==> config.mk <==
export PLATFORM = sky130hd
export DESIGN_NAME = float_add_arbiter_flat
export DESIGN_NICKNAME = d
export VERILOG_FILES = /design/src/rtl/float_add_arbiter_if.sv /design/src/rtl/float_add_arbiter.sv /design/src/flat_wrapper.sv
export SDC_FILE = /design/constraint.sdc
export NUM_CORES = 1
export LEC_CHECK = 0
export CORE_ASPECT_RATIO = 0.8
export CORE_UTILIZATION = 38
export CTS_BUF_LIST = sky130_fd_sc_hd__clkbuf_2
export CTS_CLUSTER_DIAMETER = 150
export CTS_CLUSTER_SIZE = 30
export DETAILED_ROUTE_END_ITERATION = 10
export MAX_ROUTING_LAYER = met4
export PLACE_DENSITY = 0.94
export SLEW_MARGIN = 5
export SYNTH_ARGS = -nofsm -noshare
export SYNTH_HDL_FRONTEND = slang
export SYNTH_SLANG_ARGS = --single-unit
==> constraint.sdc <==
create_clock -name clock -period 2 [get_ports clock]
set_input_delay 0.4 -clock clock [delete_from_list [all_inputs] [get_ports clock]]
set_output_delay 0.4 -clock clock [all_outputs]
set_load 0.05 [all_outputs]
==> src/rtl/float_add_arbiter_if.sv <==
// Bundle between the FP8 clients, the float_add_arbiter and the shared
// float_adder_e4m3. The slave modport is the arbiter's view; the master
// modport is the environment (clients, response consumer and adder).
interface float_add_arbiter_if #(
  parameter int NUM_REQ = 4
);
  localparam int IDW = $clog2(NUM_REQ);

  logic [NUM_REQ-1:0]   req_valid;
  logic [8*NUM_REQ-1:0] req_a;
  logic [8*NUM_REQ-1:0] req_b;
  logic [NUM_REQ-1:0]   req_ready;
  logic                 resp_valid;
  logic                 resp_ready;
  logic [7:0]           resp_y;
  logic [IDW-1:0]       resp_id;
  logic                 resp_err;
  logic [7:0]           add_a;
  logic [7:0]           add_b;
  logic                 add_start;
  logic [7:0]           add_y;
  logic                 add_valid;

  modport slave (
    input  req_valid, req_a, req_b, resp_ready, add_y, add_valid,
    output req_ready, resp_valid, resp_y, resp_id, resp_err,
           add_a, add_b, add_start
  );

  modport master (
    output req_valid, req_a, req_b, resp_ready, add_y, add_valid,
    input  req_ready, resp_valid, resp_y, resp_id, resp_err,
           add_a, add_b, add_start
  );
endinterface

==> src/rtl/float_add_arbiter.sv <==
// Round-robin arbiter/sequencer sharing one multi-cycle E4M3 adder between
// NUM_REQ requesters. One request is in flight at a time: grant in IDLE,
// pulse the adder restart in LAUNCH, wait for its valid in WAIT, and hold
// the tagged result in RESP until the consumer takes it.
// Optional feature: define ADDER_TIMEOUT_EN to abort WAIT after TIMEOUT
// cycles with resp_err=1 and resp_y=0.
module float_add_arbiter #(
  parameter int NUM_REQ = 4,
  parameter int TIMEOUT = 15
) (
  input  logic                clock,
  input  logic                reset,
  float_add_arbiter_if.slave  bus
);
  localparam int IDW = $clog2(NUM_REQ);

  typedef enum logic [1:0] {IDLE, LAUNCH, WAIT, RESP} state_t;

  state_t         state_q, state_d;
  logic [IDW-1:0] ptr_q, ptr_d;
  logic [IDW-1:0] id_q, id_d;
  logic [7:0]     a_q, a_d, b_q, b_d, y_q, y_d;
  logic           err_q, err_d;
  logic           first_q, first_d;
  logic           gnt_any;
  logic [IDW-1:0] gnt_idx;
  logic [NUM_REQ-1:0] gnt_oh;
  int             j;

`ifdef ADDER_TIMEOUT_EN
  localparam int TW = $clog2(TIMEOUT + 1);
  logic [TW-1:0]  tmo_q, tmo_d;
`endif

  // First asserted request at or after ptr, wrapping around.
  always_comb begin
    gnt_any = 1'b0;
    gnt_idx = '0;
    j       = 0;
    for (int k = 0; k < NUM_REQ; k++) begin
      j = int'(ptr_q) + k;
      if (j >= NUM_REQ) j = j - NUM_REQ;
      if (!gnt_any && bus.req_valid[j]) begin
        gnt_any = 1'b1;
        gnt_idx = IDW'(j);
      end
    end
  end

  // One-hot accept strobe, only while idle.
  always_comb begin
    gnt_oh = '0;
    if (state_q == IDLE && gnt_any) gnt_oh[gnt_idx] = 1'b1;
  end

  // Next-state and datapath capture for the four-phase sequence.
  always_comb begin
    state_d = state_q;
    ptr_d   = ptr_q;
    id_d    = id_q;
    a_d     = a_q;
    b_d     = b_q;
    y_d     = y_q;
    err_d   = err_q;
    first_d = first_q;
`ifdef ADDER_TIMEOUT_EN
    tmo_d   = tmo_q;
`endif
    case (state_q)
      IDLE: begin
        if (gnt_any) begin
          a_d     = bus.req_a[8*int'(gnt_idx) +: 8];
          b_d     = bus.req_b[8*int'(gnt_idx) +: 8];
          id_d    = gnt_idx;
          state_d = LAUNCH;
        end
      end
      LAUNCH: begin
        // Arm the stale-valid mask for the first WAIT cycle.
        first_d = 1'b1;
`ifdef ADDER_TIMEOUT_EN
        tmo_d   = '0;
`endif
        state_d = WAIT;
      end
      WAIT: begin
        first_d = 1'b0;
        if (!first_q && bus.add_valid) begin
          y_d     = bus.add_y;
          err_d   = 1'b0;
          state_d = RESP;
        end
`ifdef ADDER_TIMEOUT_EN
        else if (tmo_q == TW'(TIMEOUT - 1)) begin
          y_d     = 8'h00;
          err_d   = 1'b1;
          state_d = RESP;
        end else begin
          tmo_d = tmo_q + 1'b1;
        end
`endif
      end
      RESP: begin
        if (bus.resp_ready) begin
          ptr_d   = (id_q == IDW'(NUM_REQ - 1)) ? '0 : id_q + 1'b1;
          state_d = IDLE;
        end
      end
      default: state_d = IDLE;
    endcase
  end

  // State and holding registers with synchronous active-low reset.
  always_ff @(posedge clock) begin
    if (!reset) begin
      state_q <= IDLE;
      ptr_q   <= '0;
      id_q    <= '0;
      a_q     <= 8'h00;
      b_q     <= 8'h00;
      y_q     <= 8'h00;
      err_q   <= 1'b0;
      first_q <= 1'b0;
`ifdef ADDER_TIMEOUT_EN
      tmo_q   <= '0;
`endif
    end else begin
      state_q <= state_d;
      ptr_q   <= ptr_d;
      id_q    <= id_d;
      a_q     <= a_d;
      b_q     <= b_d;
      y_q     <= y_d;
      err_q   <= err_d;
      first_q <= first_d;
`ifdef ADDER_TIMEOUT_EN
      tmo_q   <= tmo_d;
`endif
    end
  end

  assign bus.req_ready  = gnt_oh;
  assign bus.resp_valid = (state_q == RESP);
  assign bus.resp_y     = y_q;
  assign bus.resp_id    = id_q;
`ifdef ADDER_TIMEOUT_EN
  assign bus.resp_err   = err_q;
`else
  assign bus.resp_err   = 1'b0;
`endif
  assign bus.add_a      = a_q;
  assign bus.add_b      = b_q;
  // The adder only runs while we are waiting on it.
  assign bus.add_start  = (state_q != WAIT);
endmodule
==> src/flat_wrapper.sv <==
// flat-port wrapper written by rule: the top's interface ports become plain ports
module float_add_arbiter_flat 
#(
  parameter int NUM_REQ = 4,
  parameter int TIMEOUT = 15
)
  (clock, reset, bus_req_valid, bus_req_a, bus_req_b, bus_resp_ready, bus_add_y, bus_add_valid, bus_req_ready, bus_resp_valid, bus_resp_y, bus_resp_id, bus_resp_err, bus_add_a, bus_add_b, bus_add_start);
  float_add_arbiter_if #(.NUM_REQ(NUM_REQ)) bus_i ();
  input  logic clock;
  input  logic reset;
  input wire logic [$bits(bus_i.req_valid)-1:0] bus_req_valid;
  input wire logic [$bits(bus_i.req_a)-1:0] bus_req_a;
  input wire logic [$bits(bus_i.req_b)-1:0] bus_req_b;
  input wire logic [$bits(bus_i.resp_ready)-1:0] bus_resp_ready;
  input wire logic [$bits(bus_i.add_y)-1:0] bus_add_y;
  input wire logic [$bits(bus_i.add_valid)-1:0] bus_add_valid;
  output wire logic [$bits(bus_i.req_ready)-1:0] bus_req_ready;
  output wire logic [$bits(bus_i.resp_valid)-1:0] bus_resp_valid;
  output wire logic [$bits(bus_i.resp_y)-1:0] bus_resp_y;
  output wire logic [$bits(bus_i.resp_id)-1:0] bus_resp_id;
  output wire logic [$bits(bus_i.resp_err)-1:0] bus_resp_err;
  output wire logic [$bits(bus_i.add_a)-1:0] bus_add_a;
  output wire logic [$bits(bus_i.add_b)-1:0] bus_add_b;
  output wire logic [$bits(bus_i.add_start)-1:0] bus_add_start;
  assign bus_i.req_valid = bus_req_valid;
  assign bus_i.req_a = bus_req_a;
  assign bus_i.req_b = bus_req_b;
  assign bus_i.resp_ready = bus_resp_ready;
  assign bus_i.add_y = bus_add_y;
  assign bus_i.add_valid = bus_add_valid;
  assign bus_req_ready = bus_i.req_ready;
  assign bus_resp_valid = bus_i.resp_valid;
  assign bus_resp_y = bus_i.resp_y;
  assign bus_resp_id = bus_i.resp_id;
  assign bus_resp_err = bus_i.resp_err;
  assign bus_add_a = bus_i.add_a;
  assign bus_add_b = bus_i.add_b;
  assign bus_add_start = bus_i.add_start;
  float_add_arbiter #(.NUM_REQ(NUM_REQ), .TIMEOUT(TIMEOUT)) u_core (.clock(clock), .reset(reset), .bus(bus_i));
endmodule
==> summary.txt <==
Logic synthesis
  • Mapped Cells: 180
  • Syn Area/Cell: 10.1 um2
  • Synth Warn #: 0
  • EDFF count, synth: 0
  • Register area share after synthesis: 0.342
  • #FFs+latches synth: 31
  • Yosys cell types: 31
  • Post-Syn Nets: 265
  • Asr flop ratio synth: 0
  • Ys flop type: dfxtp_1
  • Cell Area, Synth: 1810 um2

Die
  • Row count: 22
  • Initial Util: 0.395
  • I/O pin total: 113
  • Die ar.: 5060 um2
  • DIE HEIGHT: 63.8 um
  • Core area: 4600 um2
  • Die width: 79.3 um

Timing
  • Tightest Pin Transition: 0.528 ns
  • Hold slack: 0.483 ns
  • Final setup vio count: 4
  • Fin crit period: 2.09 ns
  • Total negative slack: -0.262 ns
  • Unrepaired setup endpoints after global routing: true
  • Fmax: 479 MHz
  • Skew final: 0.00912 ns
  • Slew HR: 0.647
  • Fin crit share: 1.04
  • Final worst setup slack: -0.0861 ns
  • Hold Fails Final Rpt: 0
  • Max-slew violations: 0

Layout
  • Fraction of layout cells with a size suffix above 1: 0.182
  • Nets: 387
  • Post-Route Utilization: 0.711
  • Ant. Diodes: 0
  • Fillers: 372
  • Post-Layout Cell Count: 363
  • Layout area overhead: 80.1%

CTS
  • CTS tree: built
  • Clk slew on worst S/H paths: 0.16 ns
  • CTS sink cnt: 31
  • Root Buffer: clkbuf_2
  • Cts hold-fix bufs: 0
  • Worst-skew pair later-pin latency: 0.36 ns
  • Num CTS Buffers: 5
  • Maximum clock insertion buffer count: 2
  • # H-tree levels: 2

Setup path
  • Required time of the critical path: 1.60 ns
  • WS Path Type: reg2out
  • Arrival @ worst endpoint: 1.69 ns
  • Crit-path max FO: 6
  • CP Capture Type: primary output
  • Critical Path Source Type: flip-flop

Global route
  • GRT met2 Usage: 0.378
  • Most Used Layer, Global Route: met2
  • Grt ovf: 0
  • Met1 usage: 0.238
  • Antenna violations before repair: 0
  • Vias in the first global route: 1777
  • Met3 Track Usage GR: 0.0586
  • Gr usage total: 0.216
  • Largest net degree at the start of global routing: 20
  • First-pass GRT wire length: 8140 um

Route
  • Vias post-DR: 1771
  • Total Wirelength: 5110 um
  • # DRC: 0
  • Starting DRT DRC Count: 56
  • Per-cell routed wire length: 14.1 um
  • Routed Antenna Nets: 0
  • Vias per std cell: 4.88
  • First-pass detailed-route iteration total: 4

Run status
  • Failing checks: setup timing
  • Status: complete, but fails checks

Placed design
  • Post-place setup slack: -0.302 ns
  • Inst Count DP: 353
  • Post-DP HPWL: 3960 um
  • Routability congestion estimate: 0.737
  • Port Buffer Count: 111

Flow run
  • Max Cap Viol: 0

Power
  • Leakage power total: 1.72 nW
  • Max VDD drop: 0.000569 V
  • Pwr dens: 989 nW/um2

Min path
  • Worst Hold Class: reg2reg
layout make-up:
class	count	area, um2	area share
clock inverters	2	60.1	0.0184
flip-flops and latches	31	626	0.191
repair buffers	128	1380	0.421
clock buffers	6	30.0	0.00919
inverters	6	22.5	0.00689
well taps	60	75.1	0.0230
multi-input cells	130	1080	0.330
logic make-up after synthesis:
family                   count (synthesis)  synth area share
multiplexers                            44             0.243
buffers and inverters                   19            0.0910
other                                    1           0.00207
adder cells (fa/ha/maj)                  5            0.0345
AND/OR/NAND/NOR                         53             0.134
AO/OA/AOI/OAI                           27             0.154
flip-flops                              31             0.342
stage by stage:
stage,power [mW],area [um2]
after detailed placement,2.69,3090
after global routing,3.41,3270
after floorplan,2.00,1850
final,3.23,3270
after CTS,3.28,3210
after global placement,2.65,3090
worst paths after layout:
check / from / end / slack (ns) / cells after the start
worst min register to register: u_core.bus.add_b[2]$_SDFFE_PN0P_ / u_core.bus.add_b[2]$_SDFFE_PN0P_ / 0.48 / 2
worst max-delay path: u_core.ptr_q[1]$_SDFFE_PN0P_ / bus_req_ready[0] / -0.09 / 6
worst max register to register: u_core.ptr_q[1]$_SDFFE_PN0P_ / u_core.bus.add_a[1]$_SDFFE_PN0P_ / 0.18 / 7
worst min-delay path: u_core.bus.add_b[2]$_SDFFE_PN0P_ / u_core.bus.add_b[2]$_SDFFE_PN0P_ / 0.48 / 2
placed cells by master (no fill, tap or decap), drive strengths merged, types with 2 or more instances in the layout:
cell type	n
a21oi	6
buf	23
bufinv	2
clkbuf	6
clkdlybuf4s50	75
dfxtp	31
dlygate4sd2	7
dlymetal6s2s	23
ha	5
inv	6
mux2i	44
nand2	21
nand2b	3
nor2	17
nor3	6
nor3b	2
o221ai	16
critical path, cell delays in order, from the launching register on:
cell,delay (ns)
dfxtp_4,0.39
nand2b_1,0.15
a21oi_2,0.19
nor3_4,0.08
buf_4,0.16
nor3_4,0.18
buf_6,0.17
power by group:
part	internal [mW]	switching, mW
registers	0.765	0.0812
clock network	0.343	0.224
logic	0.796	1.02
Yosys cell counts, types with 2 or more instances:
| library cell | count | area share |
|---|---|---|
| buf_6 | 5 | 0.031 |
| ha_1 | 5 | 0.034 |
| nor3_1 | 5 | 0.014 |
| mux2i_1 | 44 | 0.24 |
| nor2_1 | 16 | 0.033 |
| nand2_1 | 19 | 0.039 |
| nand2_2 | 2 | 0.0069 |
| buf_12 | 2 | 0.022 |
| dfxtp_1 | 31 | 0.34 |
| buf_4 | 3 | 0.012 |
| a21oi_1 | 6 | 0.017 |
| inv_1 | 6 | 0.012 |
| o221ai_2 | 10 | 0.083 |
| nand2b_1 | 3 | 0.010 |
| o221ai_1 | 6 | 0.029 |
| nor3b_1 | 2 | 0.0083 |
registers in the layout (all words and copies together), names as in the netlist:
name / count
u_core.bus.resp_y: 8
u_core.first_q: 1
u_core.bus.add_a: 8
u_core.bus.add_b: 8
u_core.state_q: 2
u_core.ptr_q: 2
u_core.bus.resp_id: 2
routing by layer:
| layer | vias to the layer above | wire length [um] |
|---|---|---|
| met3 | 8 | 315 |
| li1 | 899 | - |
| met2 | 58 | 2630 |
| met5 | - | 0 |
| met4 | 0 | 55 |
| met1 | 806 | 2110 |
what timing repair did:
action	4_1_cts	5_1_grt
endpoints found under the hold margin	0	0
buffers inserted	2	0
setup endpoints to repair	7	27
gates resized for setup	12	24
pin swaps	5	2
Note: power is estimated with default switching activity, not from simulation.
